**config.mk**
```make
export PLATFORM = sky130hd
export DESIGN_NAME = player_input_ctrl
export DESIGN_NICKNAME = d
export VERILOG_FILES = /design/src/rtl/game_pkg.sv /design/src/rtl/key_debounce.sv /design/src/rtl/player_input_ctrl.sv
export SDC_FILE = /design/constraint.sdc
export NUM_CORES = 1
export LEC_CHECK = 0
export ABC_AREA = 1
export CORE_UTILIZATION = 50
export DETAILED_ROUTE_END_ITERATION = 12
export GPL_TIMING_DRIVEN = 1
export PLACE_DENSITY = 0.75
export SLEW_MARGIN = 15
export SYNTH_ARGS = -nofsm -noshare
export SYNTH_HDL_FRONTEND = slang
export SYNTH_HIERARCHICAL = 1
export SYNTH_SLANG_ARGS = --single-unit
```
**constraint.sdc**
```tcl
create_clock -name clk -period 3.7 [get_ports clk]
set_clock_uncertainty 0.1 [all_clocks]
set_input_delay 0.37 -clock clk [delete_from_list [all_inputs] [get_ports clk]]
set_output_delay 0.37 -clock clk [all_outputs]
set_load 0.01 [all_outputs]
```
**src/rtl/game_pkg.sv**
```systemverilog
// ---------------------------------------------------------------------------
// game_pkg
// Shared constants and helpers for the game control path.
//   - side_e         : LEFT/RIGHT side selector, also used as a bit index into
//                      two-bit {right, left} vectors.
//   - DEFAULT_*      : default debounce / cooldown sizing for board builds.
//   - FRAME_TICK_DIV : clk cycles per game frame, used by the frame_tick generator.
//   - resolve_move() : turns held left/right levels into mutually exclusive
//                      move requests.
// No ports (package).
// ---------------------------------------------------------------------------
package game_pkg;

    typedef enum logic {
        SIDE_LEFT  = 1'b0,
        SIDE_RIGHT = 1'b1
    } side_e;

    localparam int DEFAULT_DEBOUNCE_CYCLES = 50000;
    localparam int DEFAULT_CNT_W           = 16;
    localparam int DEFAULT_ATTACK_COOLDOWN = 8;
    localparam int DEFAULT_CD_W            = 4;

    localparam int CLK_FREQ_HZ    = 50_000_000;
    localparam int FRAME_RATE_HZ  = 60;
    localparam int FRAME_TICK_DIV = CLK_FREQ_HZ / FRAME_RATE_HZ;

    // Opposing directions cancel: both held gives no movement, so the
    // character never sees left and right asserted together.
    function automatic logic [1:0] resolve_move(input logic [1:0] held);
        logic [1:0] move;
        move[SIDE_LEFT]  = held[SIDE_LEFT]  & ~held[SIDE_RIGHT];
        move[SIDE_RIGHT] = held[SIDE_RIGHT] & ~held[SIDE_LEFT];
        return move;
    endfunction

endpackage

```
**src/rtl/key_debounce.sv**
```systemverilog
// ---------------------------------------------------------------------------
// key_debounce
// Synchronises one raw active-low key into the clk domain and debounces it.
// A new level is accepted only after the synchronised level has disagreed
// with the stable level for DEBOUNCE_CYCLES consecutive cycles.
// Ports:
//   clk       in   system clock
//   rst       in   synchronous reset, active-high
//   i_key_n   in   raw key, active-low, asynchronous to clk
//   o_stable  out  debounced level, active-high (1 = pressed)
//   o_rise    out  one-cycle pulse: o_stable goes 1 at the next clk edge
//   o_fall    out  one-cycle pulse: o_stable goes 0 at the next clk edge
// ---------------------------------------------------------------------------
module key_debounce
    import game_pkg::*;
#(
    parameter int DEBOUNCE_CYCLES = DEFAULT_DEBOUNCE_CYCLES,
    parameter int CNT_W           = DEFAULT_CNT_W
) (
    input  logic clk,
    input  logic rst,
    input  logic i_key_n,
    output logic o_stable,
    output logic o_rise,
    output logic o_fall
);

    localparam logic [CNT_W-1:0] CNT_LAST = CNT_W'(DEBOUNCE_CYCLES - 1);

    logic             r_sync1;
    logic             r_sync2;
    logic             r_stable;
    logic [CNT_W-1:0] r_cnt;

    logic w_differ;
    logic w_accept;

    assign w_differ = (r_sync2 != r_stable);
    // The edge that completes the run of disagreeing cycles flips the level.
    assign w_accept = w_differ && (r_cnt == CNT_LAST);

    always_ff @(posedge clk) begin
        if (rst) begin
            r_sync1  <= 1'b0;
            r_sync2  <= 1'b0;
            r_stable <= 1'b0;
            r_cnt    <= '0;
        end else begin
            // NOTE: non-blocking assignments let r_sync2 take the old r_sync1,
            // which is what makes this a real two-flop synchroniser.
            r_sync1 <= ~i_key_n;
            r_sync2 <= r_sync1;
            if (!w_differ) begin
                r_cnt <= '0;
            end else if (w_accept) begin
                r_stable <= r_sync2;
                r_cnt    <= '0;
            end else begin
                r_cnt <= r_cnt + CNT_W'(1);
            end
        end
    end

    assign o_stable = r_stable;
    assign o_rise   = w_accept &  r_sync2;
    assign o_fall   = w_accept & ~r_sync2;

endmodule

```
**src/rtl/player_input_ctrl.sv**
```systemverilog
// ---------------------------------------------------------------------------
// player_input_ctrl
// Producer side of one player's control interface. Debounces the three board
// keys, latches movement at each frame tick and turns an attack press into a
// single-frame request, rate-limited by a frame-counted cooldown.
// Ports:
//   clk           in   system clock
//   rst           in   synchronous reset, active-high
//   frame_tick    in   one-cycle pulse per game frame; outputs update only on it
//   key_left_n    in   raw key, active-low, asynchronous
//   key_right_n   in   raw key, active-low, asynchronous
//   key_attack_n  in   raw key, active-low, asynchronous
//   left          out  move-left request, held for one frame
//   right         out  move-right request, held for one frame
//   attack        out  attack request, one frame per accepted press
//   cooldown      out  high while the cooldown counter is non-zero
// ---------------------------------------------------------------------------
module player_input_ctrl
    import game_pkg::*;
#(
    parameter int DEBOUNCE_CYCLES = DEFAULT_DEBOUNCE_CYCLES,
    parameter int CNT_W           = DEFAULT_CNT_W,
    parameter int ATTACK_COOLDOWN = DEFAULT_ATTACK_COOLDOWN,
    parameter int CD_W            = DEFAULT_CD_W
) (
    input  logic clk,
    input  logic rst,
    input  logic frame_tick,
    input  logic key_left_n,
    input  logic key_right_n,
    input  logic key_attack_n,
    output logic left,
    output logic right,
    output logic attack,
    output logic cooldown
);

    localparam logic [CD_W-1:0] CD_INIT = CD_W'(ATTACK_COOLDOWN);

    logic w_stable_left,   w_rise_left,   w_fall_left;
    logic w_stable_right,  w_rise_right,  w_fall_right;
    logic w_stable_attack, w_rise_attack, w_fall_attack;

    key_debounce #(.DEBOUNCE_CYCLES(DEBOUNCE_CYCLES), .CNT_W(CNT_W)) u_deb_left (
        .clk(clk), .rst(rst), .i_key_n(key_left_n),
        .o_stable(w_stable_left), .o_rise(w_rise_left), .o_fall(w_fall_left)
    );

    key_debounce #(.DEBOUNCE_CYCLES(DEBOUNCE_CYCLES), .CNT_W(CNT_W)) u_deb_right (
        .clk(clk), .rst(rst), .i_key_n(key_right_n),
        .o_stable(w_stable_right), .o_rise(w_rise_right), .o_fall(w_fall_right)
    );

    key_debounce #(.DEBOUNCE_CYCLES(DEBOUNCE_CYCLES), .CNT_W(CNT_W)) u_deb_attack (
        .clk(clk), .rst(rst), .i_key_n(key_attack_n),
        .o_stable(w_stable_attack), .o_rise(w_rise_attack), .o_fall(w_fall_attack)
    );

    // Movement only needs levels and the attack path only needs edges.
    logic w_unused_edges;
    assign w_unused_edges = ^{w_rise_left, w_fall_left, w_rise_right, w_fall_right,
                              w_stable_attack};

    // Bit order follows side_e: bit 0 = left, bit 1 = right.
    logic [1:0] w_held;
    logic [1:0] w_move;
    assign w_held = {w_stable_right, w_stable_left};
    assign w_move = resolve_move(w_held);

    logic            r_left, r_right, r_attack, r_cooldown;
    logic            r_armed;
    logic            r_pending;
    logic [CD_W-1:0] r_cd;

    // A press only counts once the key has been seen released since reset, so
    // a key held through reset cannot fire until it is released and re-pressed.
    logic w_arm_rise;
    logic w_pend;
    assign w_arm_rise = w_rise_attack & r_armed;
    // A press accepted in the same cycle as the tick is served by that tick.
    assign w_pend     = r_pending | w_arm_rise;

    logic            w_pending_next;
    logic            w_attack_next;
    logic [CD_W-1:0] w_cd_next;

    always_comb begin
        // NOTE: every output of this block gets a default first so no path
        // leaves it unassigned, which would infer a latch.
        w_pending_next = w_pend;
        w_attack_next  = 1'b0;
        w_cd_next      = r_cd;
        if (frame_tick) begin
            w_pending_next = 1'b0;
            if (w_pend && (r_cd == '0)) begin
                w_attack_next = 1'b1;
                w_cd_next     = CD_INIT;
            end else if (r_cd != '0) begin
                // Covers both a press dropped during cooldown and an idle frame.
                w_cd_next = r_cd - CD_W'(1);
            end
        end
    end

    always_ff @(posedge clk) begin
        if (rst) begin
            r_left     <= 1'b0;
            r_right    <= 1'b0;
            r_attack   <= 1'b0;
            r_cooldown <= 1'b0;
            r_armed    <= 1'b0;
            r_pending  <= 1'b0;
            r_cd       <= '0;
        end else begin
            if (w_fall_attack) begin
                r_armed <= 1'b1;
            end else if (w_arm_rise) begin
                r_armed <= 1'b0;
            end
            r_pending <= w_pending_next;
            r_cd      <= w_cd_next;
            if (frame_tick) begin
                r_left     <= w_move[SIDE_LEFT];
                r_right    <= w_move[SIDE_RIGHT];
                r_attack   <= w_attack_next;
                r_cooldown <= (w_cd_next != '0);
            end
        end
    end

    assign left     = r_left;
    assign right    = r_right;
    assign attack   = r_attack;
    assign cooldown = r_cooldown;

endmodule

```
==> impl_results.md, run 1 <==
- Number of I/O port buffers: 9
- Share of layout cells above drive strength 1: slightly above 8%
- Status: finished clean
- Commonest non-fill, non-tap cell in the layout: nand2_1
- Core Footprint: ~6300 um2
- Die Height: about 83 um
- Area delta synth->final: 9.54%
- Initial antenna violation count: 0
- Worst Tran Pin Value: 637 ps
- RSZ-0062 raised after global routing: no
- Critical Path RT: 3830 ps
- Chip width: just over 80 um
- Avg Cell Area, Syn: between 6 and 7 um2
- Post-Syn Nets: roughly 480
- Max VDD drop: 295 uV
- Crit Path Max Fanout: 4
- Die footprint: 6860 um2
- Gpl congestion: approximately 0.84
- Psw: 0.000321 W
- Sequential power share: 52.5%
- Starting Density: between 50 and 60%
- Metal-1 WL: around 2.8 mm
- Wire length per cell: 10.2 um
- Clock buffer depth: 2
- Global route overflow: 0
- CTS buffer count: 9
- Internal power: around 0.0011 W
- Clk pwr share: ~41%
- Top Metal Used: met4
- Comb power frac: between 6 and 7%
- Clk sink count: 67
- Worst Setup Start Kind: register
- Vias: roughly 2800
- Largest net degree at the start of global routing: 21
- Worst hold path class: reg2reg
- Max-Cap Viols: 0
- Final Setup Violations: 0
- Synth Warn #: 6
- CTS tree: built
- Setup bufs post-CTS: 0
- Max Freq: a little under 500 MHz
- Critical path, cell by cell: ha_1, nand3_1, nor2_2, nand2_2, nor2_1, nand2_1, nand2_1, nand3_2, nand3_2, nand3_2, nor2_1, nor2_1
- Power per cell area: between 300 and 400 nW/um2
- Wire length on met3: around 180 um
- Setup CP Type: reg2reg
- Root Driver: clkbuf_8
- Drt initial violations: around 170
- DP HPWL: about 4.0 mm
- Final #Nets: around 490
- Final hold violations: 0
- Worst EP arrival: 2150 ps
- Worst path slowest cell: dfxtp_1
- Final Critical Period: just over 2000 ps
- Top-level I/O count: 10
- Mapped cell area: 3260 um2
- Routed wl met2: between 2 and 3 mm
- DRC Markers: 0
- Period Utilization, post-route: roughly 55%
- DRT Wirelength: between 5 and 6 mm
- Rel. slew slack: between 50% and 60%
- CTS Hold Bufs: 0
- DR pass1 iterations: 4
- Critical Path Max Stage Delay: about 380 ps
- Number of global-route vias before repair: 2461
- ANT nets after route: 0
- Design area: ~3600 um2
- Switching part of the total: 22.7%
- Cell Rows: 29
- GRT Total Usage: between 15 and 20%
- Post-synthesis cell count: around 470
- Vias/cell: between 4 and 5
- PostCTS Resize Cnt: 0
- Clk_lat worst skew: 340 ps
- TNS Setup: 0 ps
- N_diodes: 0
- Worst Setup End Kind: register
- Pleak: ~1.3 nW
- Commonest non-fill, non-tap cells in the layout: 99 x nand2_1, 96 x nor2_1, 67 x dfxtp_1
- H-tree depth: 3
- Clock slew at reported path FFs: roughly 70 ps
- Global-route wire length before repair: roughly 10 mm
- Cell area after placement: about 3400 um2
- Slew Viols, Final: 0
==> critical path, delay by kind of cell, from the launching register on <==
kind,cells,cell delay (ps)
and+or+nand+nor,11,1200
DFF,1,380
adders and majority gates,1,230
==> final cells by class <==
class                      instances  area (um2)
timing repair buffer               9        90.1
clock inverter                     3        40.0
multi-input combinational        329        1620
clock buffer                      11         141
fill                             596        2740
sequential                        67        1340
inverter                          66         248
tap                               77        96.3
==> sequential cells by signal (all words and copies together) (netlist names), 4 cells and up <==
register,flops
u_deb_attack/r_cnt,16
r_cd,4
u_deb_left/r_cnt,16
u_deb_right/r_cnt,16
==> layer usage <==
layer	track usage, %	vias to the layer above
li1	-	1469
met1	21.7	1239
met2	30.5	37
met3	3.88	9
met4	8.46	0
met5	0	-
==> path summary, 6_finish.rpt <==
kind,startpoint,endpoint,slack (ps),cells after the start
max,u_deb_attack/r_cnt[0]$_SDFF_PP0_,cooldown$_SDFFE_PP0P_,1680,12
min,u_deb_attack/r_sync1$_SDFF_PP0_,u_deb_attack/r_sync2$_SDFF_PP0_,310,2
max reg2reg,u_deb_attack/r_cnt[0]$_SDFF_PP0_,cooldown$_SDFFE_PP0P_,1680,12
min reg2reg,u_deb_attack/r_sync1$_SDFF_PP0_,u_deb_attack/r_sync2$_SDFF_PP0_,310,2
==> through the flow <==
step / power, W / instances / setup WS [ps] / util [%] / hold WS [ps]
4_1_cts: 0.00143 / 562 / 1680 / 56.6 / 308
6_report: 0.00141 / 562 / 1680 / 56.6 / 306
2_1_floorplan: 0.000827 / 467 / 1930 / - / 288
3_3_place_gp: 0.000846 / 548 / 1720 / 53.8 / 289
3_5_place_dp: 0.000848 / 548 / 1680 / 53.8 / 299
5_1_grt: 0.00147 / 562 / 1440 / 56.6 / 325
==> power groups by stage <==
stage | sequential (W) | combinational, W | clock, W
after floorplan | 0.000756 | 0.0000710 | 0
final | 0.000740 | 0.0000926 | 0.000577
after detailed placement | 0.000756 | 0.0000918 | 0
after CTS | 0.000740 | 0.0000923 | 0.000596
after global routing | 0.000740 | 0.000105 | 0.000625
after global placement | 0.000756 | 0.0000901 | 0
Power figures use the tool's default switching activity.
==> inputs of run 2 (changes only) <==
- PLACE_DENSITY: 0.75 -> 0.78
- clock period: 3.7 -> 1.7 ns (I/O delays scaled with it)
==> run 2 against run 1 <==
Against the previous run: largest cell class unchanged; die area is the same; critical path depth is the same; fmax up 15%; global-route usage is 2.1 points higher; wire length up 13%; the flow now finishes with violations (setup timing); total power rose by 140%; first-iteration DRC count fell by 21%; cell count is 5.5% higher; flip-flop and latch count unchanged; non-clock buffer count grew 30; critical path type unchanged.
==> impl_results.md, run 2 (synthesized netlist as in run 1, its figures left out) <==
- Status: complete, but fails checks
- Failing checks: setup timing
- FF-to-FF setup slack: -60 ps
- DRC Markers: 0
- Die Height: between 80 and 90 um
- Placed cell count: around 570
- Final setup margin: -59.0 ps
- Number of global-route vias before repair: 2800
- Clock buffer depth: 2
- Cell Rows: 29
- Switching part of the total: 22.3%
- Psw: 0.000746 W
- Max-Cap Viols: 0
- Chip width: 82.8 um
- Fin cells: 593
- Share of layout cells above drive strength 1: roughly 16%
- Final hold violations: 0
- Rel. slew slack: between 70 and 80%
- Final Setup Violations: 2
- Tot Pwr: approximately 0.0033 W
- Number of I/O port buffers: 9
- Initial antenna violation count: 0
- Commonest non-fill, non-tap cell in the layout: nand2_1
- Critical Path RT: approximately 1800 ps
- Top-level I/O count: 10
- H-tree depth: 3
- Final Critical Period: between 1500 and 2000 ps
- Max VDD drop: roughly 770 uV
- DRT Wirelength: between 6 and 7 mm
- Clk_lat worst skew: between 300 and 400 ps
- Period Utilization, post-route: 103%
- Crit Path Max Fanout: 3
- DR pass1 iterations: 4
- Cell area after placement: 3560 um2
- Root Driver: clkbuf_8
- Power per cell area: between 800 and 900 nW/um2
- Worst hold path class: in2reg
- Pleak: around 1.5 nW
- Sequential power share: about half
- Internal power: about 0.0026 W
- Core Footprint: between 6000 and 7000 um2
- Area delta synth->final: 20.0%
- Drt initial violations: 137
- Worst EP arrival: 1900 ps
- Max Freq: around 570 MHz
- Worst Setup Start Kind: register
- Setup CP Type: reg2reg
- ANT nets after route: 0
- Final #Nets: around 520
- Clk sink count: 67
- Clk pwr share: about 44%
- Slew Viols, Final: 0
- N_diodes: 0
- Largest net degree at the start of global routing: 17
- GRT Total Usage: 20.1%
- Commonest non-fill, non-tap cells in the layout: 97 x nand2_1, 92 x nor2_1, 65 x inv_1
- Design area: around 4000 um2
- RSZ-0062 raised after global routing: yes
- Comb power frac: between 7 and 8%
- Worst Setup End Kind: register
- Global-route wire length before repair: 11.3 mm
- Vias/cell: just under 5
- CTS tree: built
- CTS buffer count: 9
- Die footprint: 6860 um2
- Starting Density: approximately half
- Gpl congestion: roughly 0.86
- Wire length per cell: 11.0 um
- CTS Hold Bufs: 0
- Global route overflow: 0
- DP HPWL: about 4.5 mm
- Largest registers: u_deb_attack/r_cnt x16, u_deb_left/r_cnt x16, u_deb_right/r_cnt x16
- Clock slew at reported path FFs: about 70 ps
- Worst Tran Pin Value: roughly 420 ps
- Vias: approximately 2900
- Worst hold margin: about 240 ps
## run 2: cell types whose count changed in the layout (fill, tap and decap cells not counted), sizes merged
| cell | previous run | this run |
|---|---|---|
| buf | 0 | 30 |
| bufinv | 1 | 2 |
## run 2: layout make-up
| class | instances | area (um2) |
|---|---|---|
| multi-input cells | 329 | 1690 |
| flip-flops and latches | 67 | 1350 |
| fillers | 566 | 2400 |
| clock inverters | 4 | 73.8 |
| clock buffers | 11 | 151 |
| inverters | 66 | 248 |
| well taps | 77 | 96.3 |
| repair buffers | 39 | 315 |
## run 2: final timing paths
check	cells past startpoint	from	to
worst max register to register	12	u_deb_attack/r_cnt[0]$_SDFF_PP0_	cooldown$_SDFFE_PP0P_
worst max-delay path	12	u_deb_attack/r_cnt[0]$_SDFF_PP0_	cooldown$_SDFFE_PP0P_
worst min-delay path	2	key_left_n	u_deb_left/r_sync1$_SDFF_PP0_
worst min register to register	2	u_deb_left/r_sync1$_SDFF_PP0_	u_deb_left/r_sync2$_SDFF_PP0_
## run 2: per-layer routing
| metal | GRT usage [%] | routed length (um) | share of wire (%) | vias to the layer above |
|---|---|---|---|---|
| met5 | 0 | 0 | 0 | - |
| met4 | 10.2 | 121 | 1.9 | 0 |
| met3 | 5.57 | 295 | 4.5 | 13 |
| met2 | 34.6 | 3250 | 50 | 58 |
| met1 | 22.7 | 2850 | 44 | 1341 |
| li1 | - | - | - | 1536 |
## run 2: power by group through the flow
stage / registers [W] / logic [W] / clock network (W)
global route: 0.00161 / 0.000286 / 0.00157
global placement: 0.00164 / 0.000204 / 0
finish: 0.00161 / 0.000254 / 0.00148
detailed placement: 0.00165 / 0.000211 / 0
CTS: 0.00161 / 0.000228 / 0.00151
floorplan: 0.00164 / 0.000155 / 0
## run 2: worst max-delay path: stages, from the launching register on
cell and delay [ps]:
dfxtp_2 350, ha_4 150, nand3_4 90, nor2_4 110
nand2_2 80, nor2_2 120, nand2_2 90, nand2_4 80
nand3_4 90, nand3_2 110, nand3_2 90, nor2_2 140
nor2_1 50
## run 2: stage by stage
stage	util [%]	setup TNS [ps]	worst slack, ps
after floorplan	-	0	3.24
after global placement	56.5	0	43.9
after detailed placement	56.5	-71.4	-71.4
after CTS	60.9	-21.1	-21.1
after global routing	62.0	-271	-154
final	62.0	-60.3	-59.0
## run 2: timing repair
action,in CTS,in global routing
setup buffers,3,6
pin swaps,5,10
resized for setup,7,8
endpoints found under the setup margin,1,4
